[config.mk]
export PLATFORM = sky130hd
export DESIGN_NAME = mem_copy_engine
export DESIGN_NICKNAME = d
export VERILOG_FILES = /design/src/rtl/mem_copy_engine.sv
export SDC_FILE = /design/constraint.sdc
export NUM_CORES = 1
export LEC_CHECK = 0
export BUFFER_PORTS_ARGS = -buffer_cell sky130_fd_sc_hd__buf_2
export CORE_MARGIN = 2
export CORE_UTILIZATION = 45
export DETAILED_ROUTE_END_ITERATION = 7
export GPL_TIMING_DRIVEN = 0
export MAX_ROUTING_LAYER = met4
export PLACE_DENSITY = 0.7
export SYNTH_ARGS = -nofsm -noshare
export SYNTH_HDL_FRONTEND = slang
export SYNTH_SLANG_ARGS = --single-unit
[constraint.sdc]
create_clock -name i_clk -period 6.9 [get_ports i_clk]
set_input_delay 1.725 -clock i_clk [delete_from_list [all_inputs] [get_ports i_clk]]
set_output_delay 1.725 -clock i_clk [all_outputs]
set_load 0.01 [all_outputs]
[src/rtl/mem_copy_engine.sv]
// Block-copy initiator for the single-port data memory: one read then one write per word,
// accumulating an XOR checksum of the copied data and pulsing done at the end of each job.
module mem_copy_engine #(
  parameter int unsigned ADDR_STEP = 2
) (
  input  logic        i_clk,
  input  logic        i_rst,
  input  logic        i_start,
  input  logic [63:0] i_src_addr,
  input  logic [63:0] i_dst_addr,
  input  logic [8:0]  i_count,
  output logic        o_busy,
  output logic        o_done,
  output logic [63:0] o_checksum,
  output logic [8:0]  o_words_done,
  output logic [63:0] o_mem_address,
  output logic [63:0] o_mem_write_data,
  output logic        o_mem_write_en,
  output logic        o_mem_read_en,
  input  logic [63:0] i_mem_read_data
);

  // state   | meaning
  // S_IDLE  | waiting for start; memory strobes off
  // S_READ  | reading word at r_cur_src into r_buffer
  // S_WRITE | writing r_buffer to r_cur_dst, advancing pointers
  // S_DONE  | one-cycle completion pulse
  typedef enum logic [1:0] {S_IDLE, S_READ, S_WRITE, S_DONE} state_t;

  localparam logic [63:0] STEP = 64'(ADDR_STEP);

  state_t      r_state;
  state_t      w_next;
  logic [63:0] r_cur_src;
  logic [63:0] r_cur_dst;
  logic [63:0] r_buffer;
  logic [63:0] r_checksum;
  logic [8:0]  r_remaining;
  logic [8:0]  r_words_done;

  always_ff @(posedge i_clk) begin
    if (i_rst) r_state <= S_IDLE;
    else       r_state <= w_next;
  end

  always_comb begin
    w_next = r_state;
    case (r_state)
      S_IDLE:  if (i_start) w_next = (i_count != 9'd0) ? S_READ : S_DONE;
      S_READ:  w_next = S_WRITE;
      S_WRITE: w_next = (r_remaining == 9'd1) ? S_DONE : S_READ;
      S_DONE:  w_next = S_IDLE;
      default: w_next = S_IDLE;
    endcase
  end

  always_ff @(posedge i_clk) begin
    if (i_rst) begin
      r_cur_src    <= '0;
      r_cur_dst    <= '0;
      r_buffer     <= '0;
      r_checksum   <= '0;
      r_remaining  <= '0;
      r_words_done <= '0;
    end else begin
      case (r_state)
        S_IDLE: begin
          if (i_start) begin
            r_cur_src    <= i_src_addr;
            r_cur_dst    <= i_dst_addr;
            r_remaining  <= i_count;
            r_checksum   <= '0;
            r_words_done <= '0;
          end
        end
        S_READ: r_buffer <= i_mem_read_data;
        S_WRITE: begin
          r_checksum   <= r_checksum ^ r_buffer;
          r_words_done <= r_words_done + 9'd1;
          r_cur_src    <= r_cur_src + STEP;
          r_cur_dst    <= r_cur_dst + STEP;
          r_remaining  <= r_remaining - 9'd1;
        end
        default: ;
      endcase
    end
  end

  // Moore decode: strobes depend only on the registered state
  always_comb begin
    o_busy           = 1'b0;
    o_done           = 1'b0;
    o_mem_address    = '0;
    o_mem_write_data = '0;
    o_mem_write_en   = 1'b0;
    o_mem_read_en    = 1'b0;
    case (r_state)
      S_READ: begin
        o_busy        = 1'b1;
        o_mem_read_en = 1'b1;
        o_mem_address = r_cur_src;
      end
      S_WRITE: begin
        o_busy           = 1'b1;
        o_mem_write_en   = 1'b1;
        o_mem_address    = r_cur_dst;
        o_mem_write_data = r_buffer;
      end
      S_DONE:  o_done = 1'b1;
      default: ;
    endcase
  end

  assign o_checksum   = r_checksum;
  assign o_words_done = r_words_done;

endmodule
==> reports/metrics.cfg <==
[outcome]
status = finished clean

[logic_synthesis]
yosysTopAreaCellShare = 0.352
synth.distinct_cells = 66
synth_cells = 2053
synth_edf_count = 0
async_reset_ff_frac = 0
synth.avg_cell_area_sq_um = 7.64
ys_seq_elements = 276
ys_seq_area_frac = 0.352
netlist_area_sq_mm = 0.0157
netlist.top_cell.by_area = dfxtp_1
ys.flop_type = dfxtp_1
synth_fp_nets = 2267
yosys_warnings = 0
synthTopCellsByArea = dfxtp_1 35%, nand2_1 5.8%, nor2_1 5.5%, mux2i_1 5.2%, a22oi_1 4.2%

[place]
place.gp.congestion = 1.05
dp_hpwl_microns = 63200
portBuffers = 407

[detailed_routing]
drt_iter0_drc = 2533
drc = 0
vias_per_cell = 6.40
dr.pass1.iters = 6
routed_wirelength_microns = 85100
post_drt_wl_per_cell_microns = 28.6
num_vias = 19100
ant_nets = 0

[grt]
grt_overflow_total = 0
grt_max_degree = 13
grt_use_total = 0.467
antenna_found_initial = 5
grt_pass1_wl_microns = 119000
grt_pass1_vias = 17900

[job]
maxCapViolCount = 0

[final_layout]
final_layout_size_suffix_gt1_frac = 0.197
final_common_cell = buf_2
final_util = 0.561
most-common-layout-cells = 416 x buf_2, 276 x dfxtp_1, 242 x nand2_1, 229 x nor2_1, 153 x clkbuf_1
area_growth_pct = 23.3
final_nets = 2711

[power_and_ir_drop]
ir_drop_mv = 0.285
finalPower_mw = 8.34
p_per_area_mw_per_mm2 = 432
p_leak_nw = 7.53

[setup_path]
regToRegSetupSlack_ns = 2.24
arrival_ns = 4.42
critPathLaunch = r_state[0]
cp_max_fo = 10
crit_type = register to primary output
required_ns = 5.18
end_kind = primary output
cp-start-kind = register
r2r_start = r_state[0]

[clock_network]
cts_max_level = 2
insertion_delay_ns = 0.55
clock_path_buffers = 3
cts.hold.buffers_added = 0
cts_root_buf = clkbuf_16
cts_setup_buffers = 0
cts_num_sinks = 276
cts-resized-gates = 0
clkTransAtPathRegs_ns = 0.06
cts_tree = yes
cts_buffers = 34

[die]
start_util = 0.455
die_y_microns = 191
dieWidth_microns = 191
num_rows = 68
core_sq_mm = 0.0345
die_area_sq_mm = 0.0364
io_pins = 409

[sta]
finalSetupTns_ns = 0
drv_slew = 0
min_period_ns = 6.15
fin_skew_ns = 0.0158
max_freq_ghz = 0.163
rsz0062_at_grt = no
fin_crit_sh = 0.891
slew_headroom = 0.0541
final-setup-viol-count = 0
worst_pin_slew_ns = 1.42
hold_viol_final = 0

[min_path]
min_path_type = register to register
worstHoldStart = r_cur_dst[0]

==> cells by family (layout without fill, tap and decap cells) <==
family,Yosys count,count (layout),share of synthesized area
adders and majority gates,10,10,0.00798
muxes,90,90,0.0582
buffers and inverters,193,657,0.0470
xor gates and xnor gates,70,70,0.0391
AOI/OAI and AO/OA,442,442,0.183
and+or+nand+nor,972,972,0.312
DFF,276,276,0.352
other,0,4,0
==> metrics by stage <==
stage	hold slack (ns)	std cells	worst slack, ns	instance area, sq um
after floorplan	0.432	2053	3.23	15700
after CTS	0.460	2972	1.04	19300
after global placement	0.439	2915	0.967	18300
after global routing	0.498	2976	0.832	19300
final	0.464	2976	0.753	19300
after detailed placement	0.453	2916	1.43	18300
==> metal layers <==
layer,global-route usage,wire (microns),vias up
li1,-,-,8253
met1,0.578,32000,8974
met2,0.688,36500,1475
met3,0.116,10900,355
met4,0.273,5640,0
met5,-,0,-
==> cell type report <==
cell class	count	area, sq um
timing repair buffer	408	2050
antenna	4	10.0
multi-input combinational	1584	9420
tap	455	569
buffer	165	632
clock buffer	48	923
sequential	276	5530
inverter	28	105
fill	3346	15100
clock inverter	8	91.3
==> sequential cells by signal (all words and copies together), names as in the netlist <==
name,count
r_buffer,64
r_remaining,9
o_checksum,64
o_words_done,9
r_cur_src,64
r_cur_dst,64
r_state,2
==> report_power, final <==
part           leakage (nW)  switching (mW)  total (mW)  internal [mW]
logic                  4.78            2.90        4.04           1.15
registers              2.25           0.560        2.56           2.00
clock network         0.498           0.767        1.74          0.975
total                  7.53            4.22        8.34           4.12
==> cells in the mapped netlist (20+ instances only) <==
master,number
nand4_1,63
nand2_1,242
a211oi_1,22
o22ai_1,20
nand3_1,78
dfxtp_1,276
nor3_1,56
and3_1,40
o21ai_0,73
inv_1,28
or3_1,21
nor4_1,37
and2_1,74
nor2_1,230
mux2i_1,81
nor2b_1,65
a31oi_1,30
clkbuf_1,141
a22oi_1,87
xor2_1,69
a21oi_1,109
==> path summary, 6_finish.rpt <==
kind | depth (start not counted) | endpoint
max | 8 | o_mem_address[22]
min | 2 | r_cur_dst[0]
max reg2reg | 10 | o_words_done[1]
min reg2reg | 2 | r_cur_dst[0]
==> critical path, stage by stage (launching register included) <==
cell      delay [ns]
dfxtp_1         0.34
inv_1           0.16
ha_1            0.25
clkbuf_1        0.60
clkbuf_1        0.59
clkbuf_1        0.92
nand2_1         0.35
a21boi_0        0.43
buf_2           0.21
(Power assumes the default switching activity.)
